File: config.mk
export PLATFORM = sky130hd
export DESIGN_NAME = fetch_stage
export DESIGN_NICKNAME = d
export VERILOG_FILES = /design/src/rtl/fetch_stage_pkg.sv /design/src/rtl/fetch_fifo.sv /design/src/rtl/fetch_stage.sv
export SDC_FILE = /design/constraint.sdc
export NUM_CORES = 1
export LEC_CHECK = 0
export CAP_MARGIN = 20
export CORE_AREA = 2 2 133 135
export CTS_CLUSTER_SIZE = 20
export DETAILED_ROUTE_END_ITERATION = 16
export DIE_AREA = 0 0 135 137
export HOLD_SLACK_MARGIN = 0.08
export PLACE_DENSITY = 0.76
export SYNTH_ARGS = -nofsm -noshare
export SYNTH_HDL_FRONTEND = slang
export SYNTH_SLANG_ARGS = --single-unit
export TNS_END_PERCENT = 20
File: constraint.sdc
create_clock -name clk -period 3.8 [get_ports clk]
set_input_delay 0.38 -clock clk [delete_from_list [all_inputs] [get_ports clk]]
set_output_delay 0.38 -clock clk [all_outputs]
set_load 0.005 [all_outputs]
File: src/rtl/fetch_stage_pkg.sv
// Shared constants, entry payload type and helpers for the fetch stage.
package fetch_stage_pkg;

    localparam int unsigned XLEN          = 32;
    localparam int unsigned FQ_DEPTH_DFLT = 2;
    localparam int unsigned CNT_W         = 2;

    localparam logic [XLEN-1:0] PC_RESET_DFLT = 32'h1c00_0000;

    // Reset assertion level and boolean constants used across the fetch slice
    localparam logic REST_EN = 1'b1;
    localparam logic TRUE    = 1'b1;
    localparam logic FALSE   = 1'b0;

    // One queued instruction: fetch address plus the returned word
    typedef struct packed {
        logic [XLEN-1:0] pc;
        logic [XLEN-1:0] inst;
    } fq_entry_t;

    // Force an address onto a word boundary
    function automatic logic [XLEN-1:0] align_word(input logic [XLEN-1:0] addr);
        return addr & ~(XLEN'(3));
    endfunction

endpackage

File: src/rtl/fetch_fifo.sv
// Small circular queue of fetched instructions with push/pop/flush.
module fetch_fifo
    import fetch_stage_pkg::*;
#(
    parameter int unsigned DEPTH = FQ_DEPTH_DFLT
) (
    input  logic                 clk,
    input  logic                 reset,
    input  logic                 push,
    input  fq_entry_t            push_data,
    input  logic                 pop,
    input  logic                 flush,
    output fq_entry_t            head,
    output logic [CNT_W-1:0]     count
);

    localparam int unsigned PTR_W = (DEPTH > 1) ? $clog2(DEPTH) : 1;

    fq_entry_t           mem [DEPTH];
    logic [PTR_W-1:0]    wr_ptr;
    logic [PTR_W-1:0]    rd_ptr;
    logic                full_c;

    // Advance a pointer with wrap at the queue depth
    function automatic logic [PTR_W-1:0] ptr_inc(input logic [PTR_W-1:0] p);
        return (p == PTR_W'(DEPTH - 1)) ? '0 : p + PTR_W'(1);
    endfunction

    assign full_c = (count == CNT_W'(DEPTH));
    assign head   = mem[rd_ptr];

    // Pointer and occupancy tracking; flush empties the queue in one cycle
    always_ff @(posedge clk) begin
        if (reset == REST_EN || flush) begin
            wr_ptr <= '0;
            rd_ptr <= '0;
            count  <= '0;
        end else begin
            if (push) begin
                wr_ptr <= ptr_inc(wr_ptr);
            end
            if (pop) begin
                rd_ptr <= ptr_inc(rd_ptr);
            end
            unique case ({push, pop})
                2'b10:   count <= count + CNT_W'(1);
                2'b01:   count <= count - CNT_W'(1);
                default: count <= count;
            endcase
        end
    end

    // Entry storage, written at the tail
    always_ff @(posedge clk) begin
        if (push) begin
            mem[wr_ptr] <= push_data;
        end
    end

    no_overflow: assert property (@(posedge clk) disable iff (reset)
        !(push && !pop && !flush && full_c));

endmodule

File: src/rtl/fetch_stage.sv
// Instruction fetch: issues word requests to inst RAM, queues returned
// words with their addresses and hands them to decode with valid/ready.
module fetch_stage
    import fetch_stage_pkg::*;
#(
    parameter logic [31:0] PC_RESET = PC_RESET_DFLT,
    parameter int unsigned FQ_DEPTH = FQ_DEPTH_DFLT
) (
    input  logic        clk,
    input  logic        reset,
    output logic        inst_sram_en,
    output logic [31:0] inst_sram_addr,
    input  logic [31:0] inst_sram_rdata,
    input  logic        br_taken,
    input  logic [31:0] br_target,
    output logic [31:0] PC,
    output logic [31:0] Inst,
    output logic        right_valid,
    input  logic        right_ready
);

    logic [31:0]      fetch_pc;
    logic             pending;
    logic [31:0]      pending_pc;
    logic [CNT_W-1:0] fq_count;
    fq_entry_t        fq_head;
    fq_entry_t        push_data_c;
    logic             fire_c;
    logic             push_c;
    logic             issue_c;
    logic [2:0]       occ_after_c;

    // Handshake and issue decision; the queue must have room for everything in flight
    always_comb begin
        right_valid = (reset != REST_EN) && (fq_count != '0);
        fire_c      = right_valid && right_ready;
        occ_after_c = 3'(fq_count) + 3'(pending) - 3'(fire_c);
        issue_c     = (reset != REST_EN) && !br_taken && (occ_after_c < 3'(FQ_DEPTH));
        push_c      = pending && !br_taken && (reset != REST_EN);
        push_data_c = '{pc: pending_pc, inst: inst_sram_rdata};
    end

    assign inst_sram_en   = issue_c;
    assign inst_sram_addr = fetch_pc;
    assign PC             = right_valid ? fq_head.pc   : '0;
    assign Inst           = right_valid ? fq_head.inst : '0;

    // Fetch address and outstanding-request tracking; redirect drops the in-flight word
    always_ff @(posedge clk) begin
        if (reset == REST_EN) begin
            fetch_pc   <= align_word(PC_RESET);
            pending    <= FALSE;
            pending_pc <= '0;
        end else if (br_taken) begin
            fetch_pc <= align_word(br_target);
            pending  <= FALSE;
        end else begin
            pending <= issue_c;
            if (issue_c) begin
                pending_pc <= fetch_pc;
                fetch_pc   <= fetch_pc + 32'd4;
            end
        end
    end

    fetch_fifo #(
        .DEPTH (FQ_DEPTH)
    ) u_fifo (
        .clk       (clk),
        .reset     (reset),
        .push      (push_c),
        .push_data (push_data_c),
        .pop       (fire_c),
        .flush     (br_taken),
        .head      (fq_head),
        .count     (fq_count)
    );

endmodule

After elaboration in Yosys (flattened, before gate mapping)
Memories as Yosys holds them, arrays and structs flattened. A register that Yosys moved wholly into a read port is not among the register bits.
Cells that the tools add are included.
{"block": "op_classes", "n_addsub": 7, "magnitude_cmp": 1, "n_eq_ne": 2, "mux": 11, "bitwise_logic": 2, "n_reduce_logical": 13}
{"cell": "32-bit two-way mux", "n": 4}
{"cell": "32-bit by 3-bit adder with 32-bit output (second input constant)", "n": 1}
{"cell": "1-bit logical AND", "n": 6}
{"cell": "1-bit two-way mux", "n": 6}
{"cell": "2-bit nonzero test", "n": 3}
{"cell": "2-bit case mux with 2 select lines", "n": 1}
{"cell": "2-bit by 1-bit adder with 3-bit output", "n": 1}
{"cell": "3-bit by 2-bit < comparator with 1-bit output (second input constant)", "n": 1}
{"cell": "3-bit by 1-bit subtractor with 3-bit output", "n": 1}
{"cell": "1-bit adder (second input constant)", "n": 2}
{"cell": "2-bit by 1-bit adder with 2-bit output (second input constant)", "n": 1}
{"cell": "2-bit by 1-bit equality test with 1-bit output (second input constant)", "n": 1}
{"cell": "2-bit equality test (second input constant)", "n": 1}
{"cell": "1-bit NOT", "n": 2}
{"cell": "2-bit AND reduction", "n": 1}
{"cell": "2-bit OR reduction", "n": 1}
{"cell": "2-bit by 1-bit subtractor with 2-bit output (second input constant)", "n": 1}
{"cell": "1-bit logical NOT", "n": 1}
{"cell": "1-bit logical OR", "n": 1}
{"block": "word_totals", "ff_bits": 69, "ramBits": 128, "elab_cells": 44, "mem_count": 1}
{"memory": "u_fifo.mem", "words": 2, "word_bits": 64, "read_ports": 1, "rd_ports_with_merged_regs": 1, "write_ports": 1, "line": "fetch_fifo.sv:19", "text": "fq_entry_t mem [DEPTH];"}

Logic depth before layout (Yosys ltp)
{"block": "depth", "word_depth": 8, "ltp_mapped": 15, "depth_no_buf": 13}

By module
From an unflattened synthesis, not the netlist that was laid out.
{"block": "hier_totals", "hier_cells": 653, "area_unflattened_um2": 8112.8}
{"module": "fetch_fifo", "instances": 1, "cells_per_inst": 219, "area_per_inst_um2": 4799.6, "seq_area_each_um2": 3943.8}
{"module": "fetch_stage", "instances": 1, "cells_per_inst": 434, "area_per_inst_um2": 3313.2, "seq_area_each_um2": 1221.2}

Least setup slack after synthesis
Ideal clock, no wire load.
{"block": "synth_timing", "path_kind": "input -> register", "from": "input reset", "to": "memory u_fifo.mem[0][0] (netlist bit), enable pin", "setup_time_ns": 0.482, "arrival_ns": 3.423, "required_ns": 3.318, "slack_ns": -0.105, "path_stages": 4, "path_buffers": 1, "cell_sequence": "clkbuf_1 nor2_1 nand2_1 nor2_1"}
{"block": "synth_between", "elab_chain_cells": 4}
{"item": "start, declared", "line": "fetch_stage.sv:10", "text": "input logic reset,"}
{"item": "1-bit NOT", "line": "fetch_stage.sv:39", "text": "push_c = pending && !br_taken && (reset != REST_EN);"}
{"item": "1-bit logical AND", "line": "fetch_stage.sv:39"}
{"item": "1-bit two-way mux", "line": "fetch_fifo.sv:55", "text": "if (push) begin"}
{"item": "1-bit two-way mux (implied by the code)", "line": "fetch_fifo.sv:56", "text": "mem[wr_ptr] <= push_data;"}
{"item": "end, declared", "line": "fetch_fifo.sv:19"}
No other way between the ends.

Worst setup path in the final report
{"block": "layout_timing", "from": "register u_fifo.count[0]", "to": "output inst_sram_en"}
{"block": "layout_between", "elab_chain_cells": 6}
{"item": "start, declared", "line": "fetch_fifo.sv:14", "text": "output logic [CNT_W-1:0] count"}
{"item": "start signal, assigned", "line": "fetch_fifo.sv:46", "text": "2'b10: count <= count + CNT_W'(1);"}
{"item": "start signal, assigned", "line": "fetch_fifo.sv:47", "text": "2'b01: count <= count - CNT_W'(1);"}
{"item": "start signal, assigned", "line": "fetch_fifo.sv:48", "text": "default: count <= count;"}
{"item": "2-bit nonzero test", "line": "fetch_stage.sv:35", "text": "right_valid = (reset != REST_EN) && (fq_count != '0);"}
{"item": "1-bit logical AND", "line": "fetch_stage.sv:35"}
{"item": "1-bit logical AND", "line": "fetch_stage.sv:36", "text": "fire_c = right_valid && right_ready;"}
{"item": "net fire_c", "line": "fetch_stage.sv:28", "text": "logic fire_c;"}
{"item": "3-bit by 1-bit subtractor with 3-bit output", "line": "fetch_stage.sv:37", "text": "occ_after_c = 3'(fq_count) + 3'(pending) - 3'(fire_c);"}
{"item": "3-bit by 2-bit < comparator with 1-bit output", "line": "fetch_stage.sv:38", "text": "issue_c = (reset != REST_EN) && !br_taken && (occ_after_c < 3'(FQ_DEPTH));"}
{"item": "1-bit logical AND", "line": "fetch_stage.sv:38"}
{"item": "end, declared", "line": "fetch_stage.sv:11", "text": "output logic inst_sram_en,"}
The timed path passes the listed nets, and every way through them passes these cells.

==> impl_metrics.json <==
{
  "status": "finished, final reports clean",
  "firstDrtPassIters": 4,
  "routed_wl_um": 16700,
  "slowest_stage": "fa_2",
  "post_drt_wl_per_cell_um": 16.2,
  "critPathArrivalTime_ps": 3200,
  "grt_max_degree": 63,
  "final-setup-viol-count": 0,
  "hold_path_startpoint": "pending_pc[20]",
  "pre_cts_ws_ps": 338,
  "cp-start-kind": "flop",
  "cts_max_level": 4,
  "min_to": "u_fifo.mem[1][52]",
  "fp.dieW_um": 135,
  "die_y_um": 137,
  "worst-r2r-setup-slack_ps": 450,
  "cts_inserted_buffers": 17,
  "finalClockSkew_ps": 6.96,
  "synth_top_family_by_area": "simple AND/OR/NAND/NOR gates",
  "clock_latency_ps": 430,
  "peakVddDrop_v": 0.000297,
  "syn_area_per_cell_um2": 12.0,
  "stdcell_area_um2": 10100,
  "maxCapViolations": 0,
  "path_max_fanout": 7,
  "synth_area_um2": 7760,
  "period_share_pct": 94.1,
  "clock.fmax_mhz": 280,
  "syn2layout_area_growth_pct": 30.6,
  "drive_above_1_share_pct": 7.82,
  "synth-seq-cells": 190,
  "reg2reg_to": "inst_sram_addr[25]",
  "hp-class": "flop to flop",
  "ys.flop_type": "edfxtp_1",
  "synth_xor_area_share_pct": 3.05,
  "vias_per_cell": 5.13,
  "finalCriticalPeriod_ps": 3580,
  "grt_pass1_wl_um": 26700,
  "clkTransAtPathRegs_ps": 70,
  "worst_pin_slew_ps": 1090,
  "final_net_count": 865,
  "path_common_cell": "inv_1",
  "drc": 0,
  "grt_pass1_vias": 5336,
  "path_class": "flop to output port",
  "yosysWarnings": 0,
  "die_area_um2": 18500,
  "synth_cell_types": 43,
  "hold_viol_final": 0,
  "place.gp.congestion": 0.850,
  "fin_ws_ps": 224,
  "drt_iter0_markers": 212,
  "fillers": 1357,
  "synth_mux_area_share_pct": 8.00,
  "leakage_nw": 3.29,
  "synthAdderAreaFrac_pct": 0.742,
  "rsz0062_at_grt": "false",
  "cts.sinks": 190,
  "max_slew_margin_pct": 27.5,
  "postPlaceCellArea_um2": 9530,
  "post_cts_buffers": 0,
  "ys_seq_area_share_pct": 65.0,
  "via_count": 5285,
  "crit_required_ps": 3420,
  "synth-compound-area-share_pct": 6.17,
  "n_antenna_cell": 0,
  "portBuffers": 159,
  "drtAntennaViolNets": 0,
  "slowest_delay_ps": 640,
  "end_kind": "output port",
  "worstHoldPathCells": 0,
  "clk_path_buf_depth": 2,
  "fin_tns_setup_ps": 0,
  "ios": 166,
  "start_util_pct": 45.5,
  "power_mw": 4.34,
  "yosys.area_share.simple_pct": 14.0,
  "synth-edff-count": 124,
  "synthArstFlopShare_pct": 0,
  "coreArea_um2": 17100,
  "cts_root_buf": "clkbuf_16",
  "netlist_instances": 645,
  "grt_util_all_layers_pct": 18.5,
  "rows": 48,
  "antenna_found_initial": 0,
  "finalMaxSlewViolations": 0,
  "dpl.hpwl_um": 11200,
  "timing.rr.start": "u_fifo.count[0]",
  "reg2reg_depth": 12,
  "p_per_area_nw_per_um2": 428,
  "path_cells": "nor2_1 > or2_2 > inv_1 > and2_1 > ha_1 > nand2b_1 > fa_2 > nand3_1 > inv_1 > clkdlybuf4s50_1",
  "cts_tree": "yes",
  "gr-total-overflow": 0
}
## power by group
group / internal [mW] / switching, mW / leakage [nW]
Clock: 0.997 / 0.786 / 0.298
Combinational: 0.145 / 0.114 / 1.25
Sequential: 2.24 / 0.0573 / 1.74
Total: 3.38 / 0.957 / 3.29
## metrics by stage
stage	utilization, %	instances	hold WS, ps
after floorplan	-	648	425
after global placement	55.9	999	433
after detailed placement	55.9	999	441
after CTS	59.4	1031	458
after global routing	59.4	1031	464
final	59.4	1031	457
## placed cells by master (no fill, tap or decap), types with 7 or more instances in the layout
| cell type | synthesis | final |
|---|---|---|
| nor2_1 | 90 | 89 |
| edfxtp_1 | 124 | 124 |
| a21oi_1 | 47 | 47 |
| a211oi_1 | 12 | 12 |
| dfxtp_1 | 66 | 64 |
| nand3_1 | 13 | 13 |
| xnor2_1 | 22 | 22 |
| clkbuf_16 | 0 | 17 |
| clkdlybuf4s50_1 | 0 | 158 |
| nand2_1 | 79 | 79 |
| mux2i_1 | 62 | 62 |
| buf_4 | 5 | 11 |
| nor3_1 | 7 | 7 |
| nand4_1 | 9 | 9 |
| inv_1 | 8 | 8 |
## worst max-delay path, delay by kind of cell (launching register included)
family	cells	cell delay (ps)
fa+ha+maj	2	890
flops	1	400
simple gates	5	830
buf+inv	3	660
## Yosys cell counts (all sizes together), types with 3 or more instances
master	n	area share, %
edfxtp	124	48
nor2	90	4.4
nand2	79	3.8
dfxtp	66	17
mux2i	62	8.0
a21oi	47	3.0
clkbuf	30	1.5
xnor2	22	2.5
a211oi	14	1.5
buf	14	1.2
nand3	14	0.97
nand4	10	1.0
nor4	10	1.4
inv	8	0.39
nor3	8	0.58
and3	5	0.40
xor2	5	0.56
and4	4	0.45
o21bai	4	0.39
a311oi	3	0.34
and2	3	0.24
ha	3	0.48
o311ai	3	0.34
or3	3	0.24
## routing by layer
layer | share of wire, % | vias up | track usage [%] | wire, um
met5 | 0 | - | 0 | 0
li1 | - | 2601 | - | -
met1 | 47 | 2490 | 25.1 | 7890
met2 | 46 | 173 | 29.6 | 7750
met3 | 5.0 | 21 | 3.44 | 839
met4 | 1.4 | 0 | 6.83 | 241
## sequential cells by signal, summed over array words and instances (netlist names), named ones only
signal          cells
inst_sram_addr     30
u_fifo.mem        124
u_fifo.wr_ptr       1
pending             1
pending_pc         30
u_fifo.count        2
u_fifo.rd_ptr       1
## cells by family after synthesis
logic type	Yosys count
compound gates	78
xor+xnor	27
fa+ha+maj	4
buf+inv	52
flops	190
mux	62
other cells	1
simple gates	231
## final cells by class
cell class / instances / area, um^2 / share of cell area [%]
sequential: 190 / 5050 / 49.8
multi-input combinational: 406 / 2500 / 24.7
timing repair buffer: 170 / 1670 / 16.5
clock buffer: 18 / 429 / 4.23
tap: 225 / 282 / 2.78
clock inverter: 14 / 174 / 1.72
inverter: 8 / 30.0 / 0.296
## worst max path at each step
stage          slack [ps]             from  cells after the start                 end
6_report              220  u_fifo.count[0]                     10        inst_sram_en
5_1_grt                 8  u_fifo.count[0]                     10        inst_sram_en
4_1_cts                90  u_fifo.count[1]                     10        inst_sram_en
3_5_place_dp          340            reset                     12  inst_sram_addr[25]
3_3_place_gp          410            reset                     12  inst_sram_addr[25]
2_1_floorplan         500            reset                     13  inst_sram_addr[25]
## timing repair
action | in CTS | in global routing
hold buffers | 0 | 0
setup endpoints to repair | 0 | 1
resized for setup | 0 | 2
endpoints found under the hold margin | 0 | 0
(Power assumes the default switching activity.)
